**src/rtl/mod_demod_pkg.sv**
```systemverilog
// Shared types and helpers for the multi-mode modulator/demodulator.
package mod_demod_pkg;

  // Widest phase slice tri_map() can fold; OUT_W must stay below this.
  localparam int unsigned TRI_MAX_W = 16;

  typedef enum logic [1:0] {
    MODE_ASK  = 2'b00,
    MODE_FSK  = 2'b01,
    MODE_BPSK = 2'b10,
    MODE_PWM  = 2'b11
  } mode_e;

  // Folds a (w+1)-bit phase slice into a w-bit unsigned triangle.
  function automatic logic [TRI_MAX_W-1:0] tri_map(input logic [TRI_MAX_W-1:0] p,
                                                   input int unsigned w);
    logic [TRI_MAX_W-1:0] mask;
    mask = TRI_MAX_W'((32'd1 << w) - 32'd1);
    return p[w[3:0]] ? (~p & mask) : (p & mask);
  endfunction

endpackage

```
**src/rtl/bit_fifo.sv**
```systemverilog
// Single-bit FIFO with valid/ready push and a pop strobe; DEPTH must be a power of 2 (>= 2).
module bit_fifo #(
  parameter int unsigned DEPTH = 4
) (
  input  logic clk,
  input  logic rst,
  input  logic push_valid,
  input  logic push_bit,
  output logic push_ready,
  input  logic pop,
  output logic head,
  output logic empty,
  output logic full
);

  localparam int unsigned AW = $clog2(DEPTH);

  logic [DEPTH-1:0] mem;
  logic [AW:0]      wptr;
  logic [AW:0]      rptr;
  logic             do_push;
  logic             do_pop;

  assign empty      = (wptr == rptr);
  assign full       = (wptr[AW] != rptr[AW]) && (wptr[AW-1:0] == rptr[AW-1:0]);
  assign push_ready = !full;
  assign do_push    = push_valid && !full;
  assign do_pop     = pop && !empty;
  assign head       = mem[rptr[AW-1:0]];

  always_ff @(posedge clk or posedge rst) begin
    if (rst) begin
      mem  <= '0;
      wptr <= '0;
      rptr <= '0;
    end else begin
      if (do_push) begin
        mem[wptr[AW-1:0]] <= push_bit;
        wptr              <= wptr + 1'b1;
      end
      if (do_pop) begin
        rptr <= rptr + 1'b1;
      end
    end
  end

endmodule

```
**src/rtl/mod_demod_core.sv**
```systemverilog
// ASK/FSK/BPSK/PWM modulator with a symbol-synchronous demodulator sharing one symbol timer.
// Optional bit-error counter enabled by defining MOD_DEMOD_ERRCNT_EN.
module mod_demod_core
  import mod_demod_pkg::*;
#(
  parameter int unsigned OUT_W   = 7,
  parameter int unsigned PHASE_W = 8,
  parameter int unsigned SYM_CYC = 16,
  parameter int unsigned DEPTH   = 4,
  parameter int unsigned F0_INC  = 16,
  parameter int unsigned F1_INC  = 64,
  parameter int unsigned FSK_THR = 3
) (
  input  logic             clk,
  input  logic             rst,
  input  logic [1:0]       sel,
  input  logic             in_valid,
  input  logic             in_bit,
  output logic             in_ready,
  output logic [OUT_W-1:0] mod_out,
  input  logic [OUT_W-1:0] demod_in,
  output logic             demod_bit,
  output logic             demod_valid,
  output logic             busy,
  output logic [7:0]       err_cnt
);

  localparam int unsigned CW = $clog2(SYM_CYC);
  localparam int unsigned NW = $clog2(SYM_CYC + 1);
  localparam logic [CW-1:0] LAST  = CW'(SYM_CYC - 1);
  localparam logic [CW-1:0] DUTY1 = CW'(3 * SYM_CYC / 4);
  localparam logic [CW-1:0] DUTY0 = CW'(SYM_CYC / 4);
  localparam logic [NW-1:0] HALF  = NW'(SYM_CYC / 2);
  localparam logic [NW-1:0] THR   = NW'(FSK_THR);

  // Transmit side
  logic [CW-1:0]      scnt;
  logic               boundary;
  logic [PHASE_W-1:0] phase;
  logic [PHASE_W-1:0] cur_phase;
  logic [PHASE_W-1:0] inc;
  mode_e              mode_q;
  mode_e              cur_mode;
  logic               data_q;
  logic               bit_q;
  logic               cur_data;
  logic               cur_bit;
  logic [OUT_W:0]     p;
  logic [OUT_W-1:0]   tri_val;
  logic [OUT_W-1:0]   sample;
  logic               fifo_head;
  logic               fifo_empty;
  logic               fifo_full;
  logic               fifo_ready;

  // Demodulator side, aligned with the sample currently on mod_out
  logic [CW-1:0]      d_scnt;
  mode_e              d_mode;
  logic               d_data;
  logic               d_ref;
  logic               win_start;
  logic               win_last;
  logic               m;
  logic [NW-1:0]      cnt;
  logic [NW-1:0]      base_cnt;
  logic [NW-1:0]      cnt_next;
  logic [OUT_W-1:0]   peak;
  logic [OUT_W-1:0]   base_peak;
  logic [OUT_W-1:0]   peak_next;
  logic               prev_m;
  logic               base_prev;
  logic               hit;
  logic               decision;

  assign boundary = (scnt == '0);

  bit_fifo #(
    .DEPTH(DEPTH)
  ) u_fifo (
    .clk       (clk),
    .rst       (rst),
    .push_valid(in_valid),
    .push_bit  (in_bit),
    .push_ready(fifo_ready),
    .pop       (boundary),
    .head      (fifo_head),
    .empty     (fifo_empty),
    .full      (fifo_full)
  );

  assign in_ready = fifo_ready;

  // At a boundary the new symbol's attributes come straight from the FIFO and sel.
  always_comb begin
    cur_data  = boundary ? !fifo_empty : data_q;
    cur_mode  = boundary ? mode_e'(sel) : mode_q;
    cur_bit   = boundary ? (fifo_head & !fifo_empty) : bit_q;
    cur_phase = boundary ? '0 : phase;
    inc       = (cur_mode == MODE_FSK && cur_bit) ? PHASE_W'(F1_INC) : PHASE_W'(F0_INC);
  end

  assign p       = cur_phase[PHASE_W-1 -: OUT_W+1];
  assign tri_val = OUT_W'(tri_map(TRI_MAX_W'(p), OUT_W));

  always_comb begin
    sample = '0;
    if (cur_data) begin
      unique case (cur_mode)
        MODE_ASK:  sample = cur_bit ? tri_val : (tri_val >> 2);
        MODE_FSK:  sample = tri_val;
        MODE_BPSK: sample = cur_bit ? tri_val : ~tri_val;
        MODE_PWM:  sample = (scnt < (cur_bit ? DUTY1 : DUTY0)) ? '1 : '0;
        default:   sample = '0;
      endcase
    end
  end

  always_ff @(posedge clk or posedge rst) begin
    if (rst) begin
      scnt    <= '0;
      phase   <= '0;
      mode_q  <= MODE_ASK;
      data_q  <= 1'b0;
      bit_q   <= 1'b0;
      mod_out <= '0;
      d_scnt  <= '0;
      d_mode  <= MODE_ASK;
      d_data  <= 1'b0;
      d_ref   <= 1'b0;
    end else begin
      scnt    <= (scnt == LAST) ? '0 : scnt + 1'b1;
      phase   <= cur_phase + inc;
      mode_q  <= cur_mode;
      data_q  <= cur_data;
      bit_q   <= cur_bit;
      mod_out <= sample;
      d_scnt  <= scnt;
      d_mode  <= cur_mode;
      d_data  <= cur_data;
      d_ref   <= tri_val[OUT_W-1];
    end
  end

  assign busy      = d_data;
  assign win_start = (d_scnt == '0);
  assign win_last  = (d_scnt == LAST);
  assign m         = demod_in[OUT_W-1];

  always_comb begin
    base_cnt  = win_start ? '0 : cnt;
    base_peak = win_start ? '0 : peak;
    base_prev = win_start ? 1'b0 : prev_m;
    case (d_mode)
      MODE_FSK:  hit = m & ~base_prev;
      MODE_BPSK: hit = (m == d_ref);
      default:   hit = m;
    endcase
    cnt_next  = base_cnt + NW'(hit);
    peak_next = (demod_in > base_peak) ? demod_in : base_peak;
    case (d_mode)
      MODE_ASK: decision = peak_next[OUT_W-1];
      MODE_FSK: decision = (cnt_next >= THR);
      default:  decision = (cnt_next > HALF);
    endcase
  end

  always_ff @(posedge clk or posedge rst) begin
    if (rst) begin
      cnt         <= '0;
      peak        <= '0;
      prev_m      <= 1'b0;
      demod_valid <= 1'b0;
      demod_bit   <= 1'b0;
    end else begin
      cnt         <= cnt_next;
      peak        <= peak_next;
      prev_m      <= m;
      demod_valid <= d_data && win_last;
      if (d_data && win_last) begin
        demod_bit <= decision;
      end
    end
  end

`ifdef MOD_DEMOD_ERRCNT_EN
  logic       d_bit;
  logic [7:0] err_q;

  always_ff @(posedge clk or posedge rst) begin
    if (rst) begin
      d_bit <= 1'b0;
      err_q <= '0;
    end else begin
      d_bit <= cur_bit;
      if (d_data && win_last && (decision != d_bit) && (err_q != 8'hff)) begin
        err_q <= err_q + 8'd1;
      end
    end
  end

  assign err_cnt = err_q;
`else
  assign err_cnt = 8'd0;
`endif

endmodule
```
**config.mk**
```make
export PLATFORM = sky130hd
export DESIGN_NAME = mod_demod_core
export DESIGN_NICKNAME = d
export VERILOG_FILES = /design/src/rtl/mod_demod_pkg.sv /design/src/rtl/bit_fifo.sv /design/src/rtl/mod_demod_core.sv
export SDC_FILE = /design/constraint.sdc
export NUM_CORES = 1
export LEC_CHECK = 0
export CAP_MARGIN = 20
export CORE_MARGIN = 10
export CORE_UTILIZATION = 57
export DETAILED_ROUTE_END_ITERATION = 10
export GPL_ROUTABILITY_DRIVEN = 0
export MAX_ROUTING_LAYER = met4
export PLACE_DENSITY_LB_ADDON = 0.08
export SYNTH_ARGS = -nofsm -noshare
export SYNTH_HDL_FRONTEND = slang
export SYNTH_SLANG_ARGS = --single-unit
export TNS_END_PERCENT = 10
```
**constraint.sdc**
```tcl
create_clock -name clk -period 3.7 [get_ports clk]
set_input_delay 0.74 -clock clk [delete_from_list [all_inputs] [get_ports clk]]
set_output_delay 0.74 -clock clk [all_outputs]
set_load 0.01 [all_outputs]
```
## Yosys cells after proc, flatten, opt, wreduce, memory -nomap -nowiden

Cells that the tools add are included.

| word-level totals | value |
|---|---|
| register bits after elaboration | 53 |
| word-level logic and storage cells | 80 |

| cells by class | value |
|---|---|
| $add $sub $neg | 5 |
| bitwise operators | 5 |
| reduce and logical (&&, ||, !) cells | 12 |
| multiplexer cells | 24 |
| equal/unequal tests | 11 |
| order comparisons | 7 |

Operators by type and width:

| operator | count |
|---|---|
| 7-bit two-way mux | 8 |
| 7-bit case mux with 4 select lines | 1 |
| 7-bit NOT | 2 |
| 8-bit by 7-bit adder with 8-bit output | 1 |
| 4-bit == test, second input constant | 2 |
| 4-bit logical NOT | 2 |
| 4-bit two-way mux | 2 |
| 8-bit two-way mux | 1 |
| 7-bit > comparator | 1 |
| 3-bit by 1-bit adder with 3-bit output, second input constant | 2 |
| 2-bit == test, second input constant | 3 |
| 1-bit logical AND | 6 |
| 2-bit by 3-bit < comparator with 1-bit output, second input constant | 2 |
| 5-bit by 1-bit adder with 5-bit output | 1 |
| 5-bit by 2-bit >= comparator with 1-bit output, second input constant | 1 |
| 5-bit by 4-bit > comparator with 1-bit output, second input constant | 1 |
| 1-bit two-way mux | 5 |
| 5-bit two-way mux | 1 |
| 4-bit by 1-bit adder with 4-bit output, second input constant | 1 |
| 4-bit bitwise mux | 1 |
| 2-bit by 1-bit == test with 1-bit output, second input constant | 2 |
| 2-bit logical NOT | 2 |
| 4-bit < comparator | 1 |
| 1-bit case mux with 2 select lines | 2 |
| 11 further kinds | 13 |

## Logic depth before layout (Yosys ltp)

| logic depth | value |
|---|---|
| depth after elaboration | 9 |
| depth in mapped cells | 15 |
| gate-level depth less buffers | 13 |

## Cells and area by module

From an unflattened synthesis, not the netlist that was laid out.

| unflattened totals | value |
|---|---|
| cell total of the unflattened synthesis | 296 |
| area, all modules | 3,091.7 um^2 |

By module, submodules not included:

| module | seq. area each (um^2) | cells each | times used | area an instance (um^2) |
|---|---|---|---|---|
| mod_demod_core | 1,076.0 | 244 | 1 | 2,462.4 |
| bit_fifo | 250.2 | 52 | 1 | 629.4 |

## Worst setup path before layout

OpenSTA, ideal clock, no wires.

| path | value |
|---|---|
| path kind | reg2reg |
| start point | register d_scnt[0] |
| end point | register peak[0] |
| period minus slack after synthesis | 2,933 ps |
| data arrival time | 2,808 ps |
| stages on the path, launching flop included | 11 |
| slack | 767 ps |
| library setup time | 125 ps |
| buffers on the path | 1 |
| data required time | 3,575 ps |
| cells stage by stage | dfrtp_1 > or4_1 > clkbuf_1 > nand2_1 > ha_1 > nor2b_1 > o21ai_0 > a21oi_1 > a2111oi_2 > o21bai_2 > mux2_2 |

| between the ends | value |
|---|---|
| word-level cells in the longest chain between the ends | 4 |

RTL lines:

| what | line | RTL |
|---|---|---|
| start: declaration | mod_demod_core.sv:57 | `logic [CW-1:0] d_scnt;` |
| start signal: assignment | mod_demod_core.sv:137 | `d_scnt <= scnt;` |
| 4-bit logical NOT (*) | mod_demod_core.sv:145 | `assign win_start = (d_scnt == '0);` |
| 7-bit two-way mux (*) | mod_demod_core.sv:151 | `base_peak = win_start ? '0 : peak;` |
| 7-bit > comparator | mod_demod_core.sv:159 | `peak_next = (demod_in > base_peak) ? demod_in : base_peak;` |
| 7-bit two-way mux (*) | mod_demod_core.sv:159 |  |
| net peak_next[0] | mod_demod_core.sv:69 | `logic [OUT_W-1:0] peak_next;` |
| end signal: assignment | mod_demod_core.sv:176 | `peak <= peak_next;` |
| end: declaration | mod_demod_core.sv:67 | `logic [OUT_W-1:0] peak;` |

Mark *: on every way through the listed nets, which the timed path passes. The rest lies on a longest branch.
A chain may end at the register's enable or synchronous reset.

## Final worst setup path

Same ends and word-level chain as after synthesis.

==> flow_summary.toml <==
[synthesis]
synth_top_area_cell = "dfrtp_1"
yosys_warnings = 0
synth_edf_count = 0
synth_flop_cell = "dfrtp_1"
yosys.cell_types.count = 44
syn_avg_cell_area_sq_um = 10.16
yosysMostFrequentCell = "dfrtp_1"
syn_area_sq_um = 2977
synth_common_cells = "53 x dfrtp_1, 32 x nand2_1, 25 x ha_1"
yosysSeqAreaShare_pct = 44.56
synth_area_leaders = "dfrtp_1 45%, ha_1 11%, mux2i_1 4.0%"
synth_seq_cells = 53
syn_inst = 293
ys_async_sr_fraction_pct = 100.0
yosysTopAreaCellShare_pct = 44.56

[place]
io_buffers = 23
place_hpwl_mm = 3.919
place_area_sq_um = 3241
post-place-ws_ns = 0.5470

[clocking]
cts_buffer_depth = 2
cts_buffers = 5
postCtsHoldBufs = 0
clkLatencyLatePin_ns = 0.31
path_clk_slew_ns = 0.11
cts.repair.resized = 0
h-tree-depth = 2
post_cts_buffers = 0
cts.sinks = 53
cts_root_buf = "clkbuf_8"
cts_tree = "done"

[hold_path]
hold_end = "d_scnt[1]"
holdCritPathClass = "register to register"
hp-start = "scnt[1]"
hold_depth = 0

[final_layout]
fin_util_pct = 66.10
layout.nets = 354
seqCellArea_sq_um = 1326
drive_gt1_share_pct = 9.464
nFillCells = 433
syn_to_final_growth_pct = 12.69
diodes = 0
multiInputGateArea_sq_um = 1495
fin_area_sq_um = 3354

[global_route]
overflow = 0
grt_pass1_wl_mm = 9.494
grtUsageTotal_pct = 13.65
antenna_found_initial = 0
grt_max_degree = 54
grt_pass1_vias = 2125

[critical_path]
cp_max_fo = 13
cpPeakStageDelay_ns = 0.76
endpoint_kind = "register"
crit_required_ns = 3.91
r2r_setup_slack_ns = 0.55
critPathKind = "register to register"
r2r-start = "d_scnt[0]"
cp-start-kind = "register"
path_cells = "or4_1 -> nand2_1 -> ha_1 -> nor2b_1 -> o21ai_0 -> a21oi_1 -> a2111oi_2 -> o21bai_2 -> mux2_2"
worstPathArrival_ns = 3.36
slowest_stage = "or4_1"
timing.rr.end = "peak[0]"
r2r_cells = 9

[routing]
totalWireLength_mm = 5.293
num_vias = 2038
post-route-drc-count = 0
drt-wirelength-per-cell_microns = 13.68
ant_nets = 0
via_per_inst = 5.266
drt_iter0_markers = 97
dr.pass1.iters = 4

[die]
die_x_microns = 92.27
coreArea_sq_um = 5075
die_y_microns = 92.27
rows = 26
initial_core_util_pct = 58.65
dieArea_sq_um = 8513
ios = 32

[power_and_ir_drop]
switchingPower_uw = 591.7
ir_drop_mv = 0.3825
power.switching_fraction_pct = 33.22
p_leak_uw = 0.001550
p_per_area_nw_per_um2 = 530.9
power_frac_seq_pct = 48.5
p_int_uw = 1189
clock_power_share_pct = 18.7
pwr-share-comb_pct = 32.8

[timing]
relSlewSlack_pct = 48.79
tns_ns = 0
final.period_utilization_pct = 85.25
drv_slew = 0
finalClockSkew_ns = 0.01401
period_minus_slack_ns = 3.154
setup_slack_ns = 0.5459
hold_viol = 0
whs_ns = 0.4363
setup_viol = 0
max_freq_mhz = 317.0
rsz0062_at_grt = "no"
worstMarginPinSlew_ns = 0.7611

[outcome]
status = "finished, final reports clean"

[job]
drv_cap = 0
state kept, by name, summed over array words and instances, names as in the netlist:
| register | count |
|---|---|
| d_ref | 1 |
| cnt | 5 |
| u_fifo.rptr | 3 |
| u_fifo.mem | 4 |
| peak | 7 |
| d_scnt | 4 |
| prev_m | 1 |
| mod_out | 7 |
| demod_bit | 1 |
| bit_q | 1 |
| busy | 1 |
| demod_valid | 1 |
| d_mode | 2 |
| scnt | 4 |
| u_fifo.wptr | 3 |
| phase | 8 |
final cells by class:
| cell class | instances | area share, % |
|---|---|---|
| tap | 70 | 2.611 |
| clock buffer | 5 | 2.051 |
| clock inverter | 3 | 0.7460 |
| multi-input combinational | 207 | 44.57 |
| timing repair buffer | 26 | 7.907 |
| sequential | 53 | 39.54 |
| inverter | 23 | 2.574 |
per-layer routing:
layer  global-route usage (%)  share of wire, %  up-vias
li1                         -                 -     1021
met1                    15.62                46      978
met2                    23.12                50       31
met3                    2.771               2.7        8
met4                    5.013               1.5        0
met5                        -                 0        -
power by group through the flow:
stage          clock network, uW  logic [uW]  registers [uW]
3_3_place_gp                   0         572             878
5_1_grt                      372         660             891
2_1_floorplan                  0         392             858
4_1_cts                      344         591             865
6_report                     333         584             865
3_5_place_dp                   0         586             876
cells in the final DEF, fill, tap and decap left out, types with 3 or more instances in the layout:
cell             instances
a31oi_1                  3
xnor2_1                 13
conb_1                   8
inv_2                    3
inv_1                   20
nor3_1                   3
a211oi_1                 4
o21ai_0                 10
clkdlybuf4s50_1         23
nor2_1                  24
mux2_2                   6
mux2i_1                 12
clkbuf_8                 5
xor2_1                   9
a21oi_1                  9
a221oi_1                 3
nand3_1                  7
nand2_1                 32
and2_1                  12
ha_1                    25
dfrtp_1                 53
worst max-delay path by stage:
| stage | start | endpoint | slack (ns) | depth (start not counted) |
|---|---|---|---|---|
| CTS | d_scnt[0] | peak[0] | 0.54 | 9 |
| detailed placement | demod_in[6] | demod_bit | 0.55 | 13 |
| floorplan | d_scnt[0] | peak[0] | 0.77 | 10 |
| global placement | d_scnt[0] | peak[0] | 0.63 | 9 |
| finish | d_scnt[0] | peak[0] | 0.55 | 9 |
| global route | d_scnt[0] | peak[0] | 0.39 | 9 |
logic make-up after synthesis:
logic type | Yosys count | synth area share, %
adder cells (fa/ha/maj) | 25 | 10.51
other | 1 | 0.1260
buffers and inverters | 40 | 6.095
multiplexers | 21 | 7.987
AND/OR/NAND/NOR | 89 | 14.12
XOR/XNOR | 22 | 6.473
flip-flops | 53 | 44.56
AO/OA/AOI/OAI | 42 | 10.13
stage by stage:
stage,cells,power (uW)
global route,387,1922
finish,387,1781
detailed placement,378,1462
global placement,378,1450
CTS,386,1800
floorplan,300,1250
critical path: cells and delay by family (launching register included):
family,cells,cell delay (ns)
mux,1,0.38
flops,1,0.40
simple gates,3,1.08
fa+ha+maj,1,0.25
compound gates,4,0.94
(Power assumes the default switching activity.)
